[src/rtl/relu_frame_scheduler.sv]
`default_nettype none
// ============================================================================
// Module      : relu_frame_scheduler
// Description : Time-multiplexed ReLU stage. A full frame of SIZE signed
//               fixed-point values is captured through a valid/ready
//               handshake, passed through a LANES-wide ReLU slice one chunk
//               per cycle, then presented downstream as a complete frame
//               through a second valid/ready handshake.
// Revision    : 1.0 - initial release
// ----------------------------------------------------------------------------
// Ports:
//   clk          rising-edge clock
//   rst_n        asynchronous active-low reset
//   in_valid_i   upstream frame valid
//   in_ready_o   frame can be accepted this cycle (combinational on out_ready_i)
//   in_data_i    input frame, SIZE x WIDTH two's-complement values
//   out_valid_o  activated frame available
//   out_ready_i  downstream accepts the frame
//   out_data_o   activated frame, stable while out_valid_o is high
//   busy_o       chunks are being processed
//   chunk_idx_o  chunk currently being processed (debug)
// ============================================================================
module relu_frame_scheduler #(
    parameter int WIDTH  = 10,
    parameter int NFRAC  = 5,
    parameter int SIZE   = 32,
    parameter int LANES  = 8,
    localparam int NCHUNK = SIZE / LANES,
    localparam int CIDX_W = (NCHUNK > 1) ? $clog2(NCHUNK) : 1
) (
    input  logic                       clk,
    input  logic                       rst_n,
    input  logic                       in_valid_i,
    output logic                       in_ready_o,
    input  logic [SIZE-1:0][WIDTH-1:0] in_data_i,
    output logic                       out_valid_o,
    input  logic                       out_ready_i,
    output logic [SIZE-1:0][WIDTH-1:0] out_data_o,
    output logic                       busy_o,
    output logic [CIDX_W-1:0]          chunk_idx_o
);

    // NFRAC only describes the number format; it is checked here so an
    // inconsistent configuration is caught at elaboration.
    if ((NFRAC > WIDTH) || ((SIZE % LANES) != 0)) begin : g_param_check
        $error("relu_frame_scheduler: illegal NFRAC/SIZE/LANES combination");
    end

    typedef enum logic [1:0] {
        S_IDLE = 2'd0,
        S_PROC = 2'd1,
        S_DONE = 2'd2
    } state_t;

    state_t                       state_q, state_d;
    logic [CIDX_W-1:0]            chunk_q, chunk_d;
    logic [SIZE-1:0][WIDTH-1:0]   inbuf_q, inbuf_d;
    logic [SIZE-1:0][WIDTH-1:0]   out_q,   out_d;

    logic [LANES-1:0][WIDTH-1:0]  w_lane_in;
    logic [LANES-1:0][WIDTH-1:0]  w_lane_out;
    logic                         w_last_chunk;

    assign w_last_chunk = (chunk_q == CIDX_W'(NCHUNK - 1));

    // Select the active chunk of the input buffer so only LANES ReLU
    // comparators are needed regardless of SIZE.
    always_comb begin
        w_lane_in = '0;
        for (int c = 0; c < NCHUNK; c++) begin
            if (chunk_q == CIDX_W'(c)) begin
                w_lane_in = inbuf_q[c*LANES +: LANES];
            end
        end
    end

    // ReLU: negative values (sign bit set) clamp to zero, all others pass.
    always_comb begin
        w_lane_out = '0;
        for (int l = 0; l < LANES; l++) begin
            w_lane_out[l] = w_lane_in[l][WIDTH-1] ? '0 : w_lane_in[l];
        end
    end

    always_comb begin
        state_d = state_q;
        chunk_d = chunk_q;
        inbuf_d = inbuf_q;
        out_d   = out_q;

        case (state_q)
            S_IDLE: begin
                if (in_valid_i) begin
                    inbuf_d = in_data_i;
                    chunk_d = '0;
                    state_d = S_PROC;
                end
            end

            S_PROC: begin
                for (int c = 0; c < NCHUNK; c++) begin
                    if (chunk_q == CIDX_W'(c)) begin
                        out_d[c*LANES +: LANES] = w_lane_out;
                    end
                end
                if (w_last_chunk) begin
                    chunk_d = '0;
                    state_d = S_DONE;
                end else begin
                    chunk_d = chunk_q + 1'b1;
                end
            end

            S_DONE: begin
                // A new frame may be taken on the same edge the current
                // one is handed off, giving back-to-back throughput.
                if (out_ready_i) begin
                    if (in_valid_i) begin
                        inbuf_d = in_data_i;
                        chunk_d = '0;
                        state_d = S_PROC;
                    end else begin
                        state_d = S_IDLE;
                    end
                end
            end

            default: begin
                state_d = S_IDLE;
                chunk_d = '0;
            end
        endcase
    end

    always_ff @(posedge clk or negedge rst_n) begin
        if (!rst_n) begin
            state_q <= S_IDLE;
            chunk_q <= '0;
            inbuf_q <= '0;
            out_q   <= '0;
        end else begin
            state_q <= state_d;
            chunk_q <= chunk_d;
            inbuf_q <= inbuf_d;
            out_q   <= out_d;
        end
    end

    assign in_ready_o  = (state_q == S_IDLE) || ((state_q == S_DONE) && out_ready_i);
    assign out_valid_o = (state_q == S_DONE);
    assign busy_o      = (state_q == S_PROC);
    assign out_data_o  = out_q;
    assign chunk_idx_o = chunk_q;

endmodule
`default_nettype wire
[config.mk]
export PLATFORM = sky130hd
export DESIGN_NAME = relu_frame_scheduler
export DESIGN_NICKNAME = d
export VERILOG_FILES = /design/src/rtl/relu_frame_scheduler.sv
export SDC_FILE = /design/constraint.sdc
export NUM_CORES = 1
export LEC_CHECK = 0
export BUFFER_PORTS_ARGS = -buffer_cell sky130_fd_sc_hd__buf_4
export CORE_AREA = 2 2 249 251
export CTS_CLUSTER_DIAMETER = 30
export CTS_CLUSTER_SIZE = 20
export DETAILED_ROUTE_END_ITERATION = 6
export DIE_AREA = 0 0 251 253
export GPL_TIMING_DRIVEN = 0
export PLACE_DENSITY = 0.69
export SLEW_MARGIN = 20
export SYNTH_ARGS = -nofsm -noshare
export SYNTH_HDL_FRONTEND = slang
export SYNTH_SLANG_ARGS = --single-unit
export TNS_END_PERCENT = 10
[constraint.sdc]
create_clock -name clk -period 1.9 [get_ports clk]
set_input_delay 0.38 -clock clk [delete_from_list [all_inputs] [get_ports clk]]
set_output_delay 0.38 -clock clk [all_outputs]
set_load 0.05 [all_outputs]
==> flow_summary.yaml <==
synthesis:
  synth_edf_count: 0
  syn-instance-count: 1942
  avgSynthCellArea_um2: 13.3
  ys_warn_count: 0
  yosys_most_used_dff: "dfrtp_1"
  synth-seq-area-share_pct: 59.4
  synth_top_area_share_pct: 59.4
  async_reset_ff_share_pct: 100
  synth_area_leader_cell: "dfrtp_1"
  yosys_register_bits: 612
  synth_cell_type_count: 36
  netlist_top_cells_area: "dfrtp_1, mux2_1, o41ai_1"
  synthesis.area_um2: 25800
place:
  dp_hpwl_mm: 75.5
  io_buffers: 616
  pre_cts_slack_ns: -1.37
  place.gp.congestion: 0.907
critical_path:
  path_max_fanout: 10
  crit_path_start: "chunk_idx_o[1]"
  end_kind: "flop"
  r2r-start: "chunk_idx_o[1]"
  worst_setup_path_start_kind: "flop"
  crit_required_ns: 2.44
  critPathKind: "reg -> reg"
  arrival_ns: 2.82
pwr:
  combinationalPowerShare_pct: 54.9
  p_leak_nw: 20.8
  switching_share_pct: 46.2
  clkPwrFrac_pct: 22.4
  power_density_nw_per_um2: 2370
  ir_drop_mv: 1.20
  power.switching_mw: 49.8
  p_int_mw: 58.0
  p_seq_share_pct: 22.8
sta:
  rsz0062_at_grt: "yes"
  setup_viol: 656
  slew_headroom_pct: 37.0
  fin_ws_ns: -0.382
  max_freq_mhz: 438
  fin_crit_sh_pct: 120
  fin_skew_ns: 0.0396
  hold_viol_final: 0
  fin_crit_ns: 2.28
  hold_ws_ns: 0.0739
  tns_ns: -80.50
  drv_slew: 0
  worst_pin_slew_ns: 0.945
floorplan:
  die_x_um: 251
  coreArea_um2: 61000
  die_height_um: 253
  io_pins: 649
  std_cell_rows: 91
  die_area_um2: 63500
  start_util_pct: 42.3
routing:
  routedWlPerCell_um: 32.5
  via_count: 25100
  routed_wl_mm: 131
  first_pass_iters: 5
  drc: 0
  drt_iter0_drc: 2149
  drtAntennaViolNets: 0
  via_per_inst: 6.23
global_route:
  grt_max_degree: 101
  grt_overflow: 0
  antenna_found_initial: 1
  grt.total_usage_pct: 36.8
  grt_pass1_wl_mm: 172
  grt_pass1_vias: 26000
clocking:
  clock_path_buffers: 3
  root_buffer: "clkbuf_16"
  path_clk_slew_ns: 0.04
  htreeDepth: 4
  cts_sinks: 612
  cts_tree: "built"
  clk_latency_ns: 0.73
  cts_buffers: 133
layout:
  final_layout_size_suffix_gt1_share_pct: 46.9
  layout_commonest_cell: "buf_4"
  nFillCells: 3265
  nets: 3454
  final_cell_mix: "buf_4, dfrtp_1, dlygate4sd3_1"
  syn_to_final_growth_pct: 76.5
hold_path:
  hold_path_class: "in -> reg"
  min-delay-start: "in_valid_i"
outcome:
  violations: "negative setup slack"
  status: "finished with violations"
flow_run:
  max_cap_viol_count: 0
-- power by group through the flow --
stage | Clock (mW) | Sequential (mW) | Combinational [mW]
3_5_place_dp | 0 | 22.9 | 38.7
6_report | 24.1 | 24.6 | 59.2
2_1_floorplan | 0 | 30.0 | 16.6
5_1_grt | 24.8 | 24.9 | 60.4
4_1_cts | 23.8 | 23.4 | 48.6
3_3_place_gp | 0 | 22.6 | 37.8
-- final timing paths --
| kind | depth (start not counted) | end | slack (ns) |
|---|---|---|---|
| min in group asynchronous | 2 | inbuf_q[184] | 0.18 |
| min reg2reg | 2 | out_data_o[282] | 0.48 |
| min | 3 | chunk_idx_o[1] | 0.07 |
| max reg2reg | 7 | out_data_o[133] | -0.38 |
| max | 7 | out_data_o[133] | -0.38 |
| max in group asynchronous | 5 | inbuf_q[140] | -0.02 |
-- repair_timing --
| action | 4_1_cts | 5_1_grt |
|---|---|---|
| hold buffers | 322 | 0 |
| gates cloned | 9 | 16 |
| endpoints found under the hold margin | 473 | 0 |
| gates resized for setup | 511 | 344 |
| buffers inserted | 39 | 12 |
| endpoints found under the setup margin | 584 | 713 |
| pin swaps | 35 | 85 |
-- synthesized netlist by cell type (all sizes together), types with 2 or more instances --
library cell / n
a211oi: 9
a21o: 2
a221oi: 79
and2b: 5
buf: 133
clkbuf: 84
dfrtp: 612
ha: 4
inv: 13
mux2: 320
nand2: 288
nand2b: 3
nand3b: 13
nor2b: 8
nor3b: 2
o22ai: 71
o31ai: 4
o41ai: 284
-- logic make-up after synthesis --
group | count (synthesis) | share of synthesized area, %
simple gates | 322 | 5.19
other cells | 1 | 0.0145
mux | 320 | 14.0
compound gates | 453 | 15.8
buf+inv | 230 | 5.42
flops | 612 | 59.4
fa+ha+maj | 4 | 0.194
-- layout make-up --
| type | count | area (um^2) | area share (%) |
|---|---|---|---|
| Timing Repair Buffer | 1020 | 9260 | 20.4 |
| Clock inverter | 53 | 759 | 1.67 |
| Sequential cell | 612 | 15300 | 33.7 |
| Antenna cell | 3 | 7.51 | 0.0165 |
| Clock buffer | 185 | 3840 | 8.44 |
| Multi-Input combinational cell | 1131 | 12800 | 28.2 |
| Inverter | 13 | 68.8 | 0.151 |
| Buffer | 215 | 2410 | 5.31 |
| Tap cell | 790 | 988 | 2.17 |
-- state kept, by name, summed over array words and instances, names as in the netlist --
signal	count
inbuf_q	320
out_data_o	288
chunk_idx_o	2
state_q	2
-- critical path: stages (launching register included) --
cell and delay (ns):
dfrtp_2 0.43, inv_2 0.12, ha_4 0.24, clkbuf_16 0.18, nand3b_1 0.14, buf_8 0.21, buf_4 0.24, o41ai_4 0.55
-- per-layer routing --
metal	GRT usage (%)	wire, um	vias up
met5	0	0	-
met4	22.8	10500	0
met3	10.0	12300	658
met2	61.1	62500	1835
met1	42.5	45500	12800
li1	-	-	9774
-- stage by stage --
step | std cells | instance area, um^2 | power, mW | utilization (%)
2_1_floorplan | 1973 | 25900 | 46.6 | -
3_3_place_gp | 3379 | 31500 | 60.4 | 51.7
3_5_place_dp | 3386 | 31700 | 61.6 | 52.0
4_1_cts | 3994 | 42700 | 95.8 | 70.0
5_1_grt | 4020 | 45500 | 110 | 74.5
6_report | 4022 | 45500 | 108 | 74.6
Note: power is estimated with default switching activity, not from simulation.
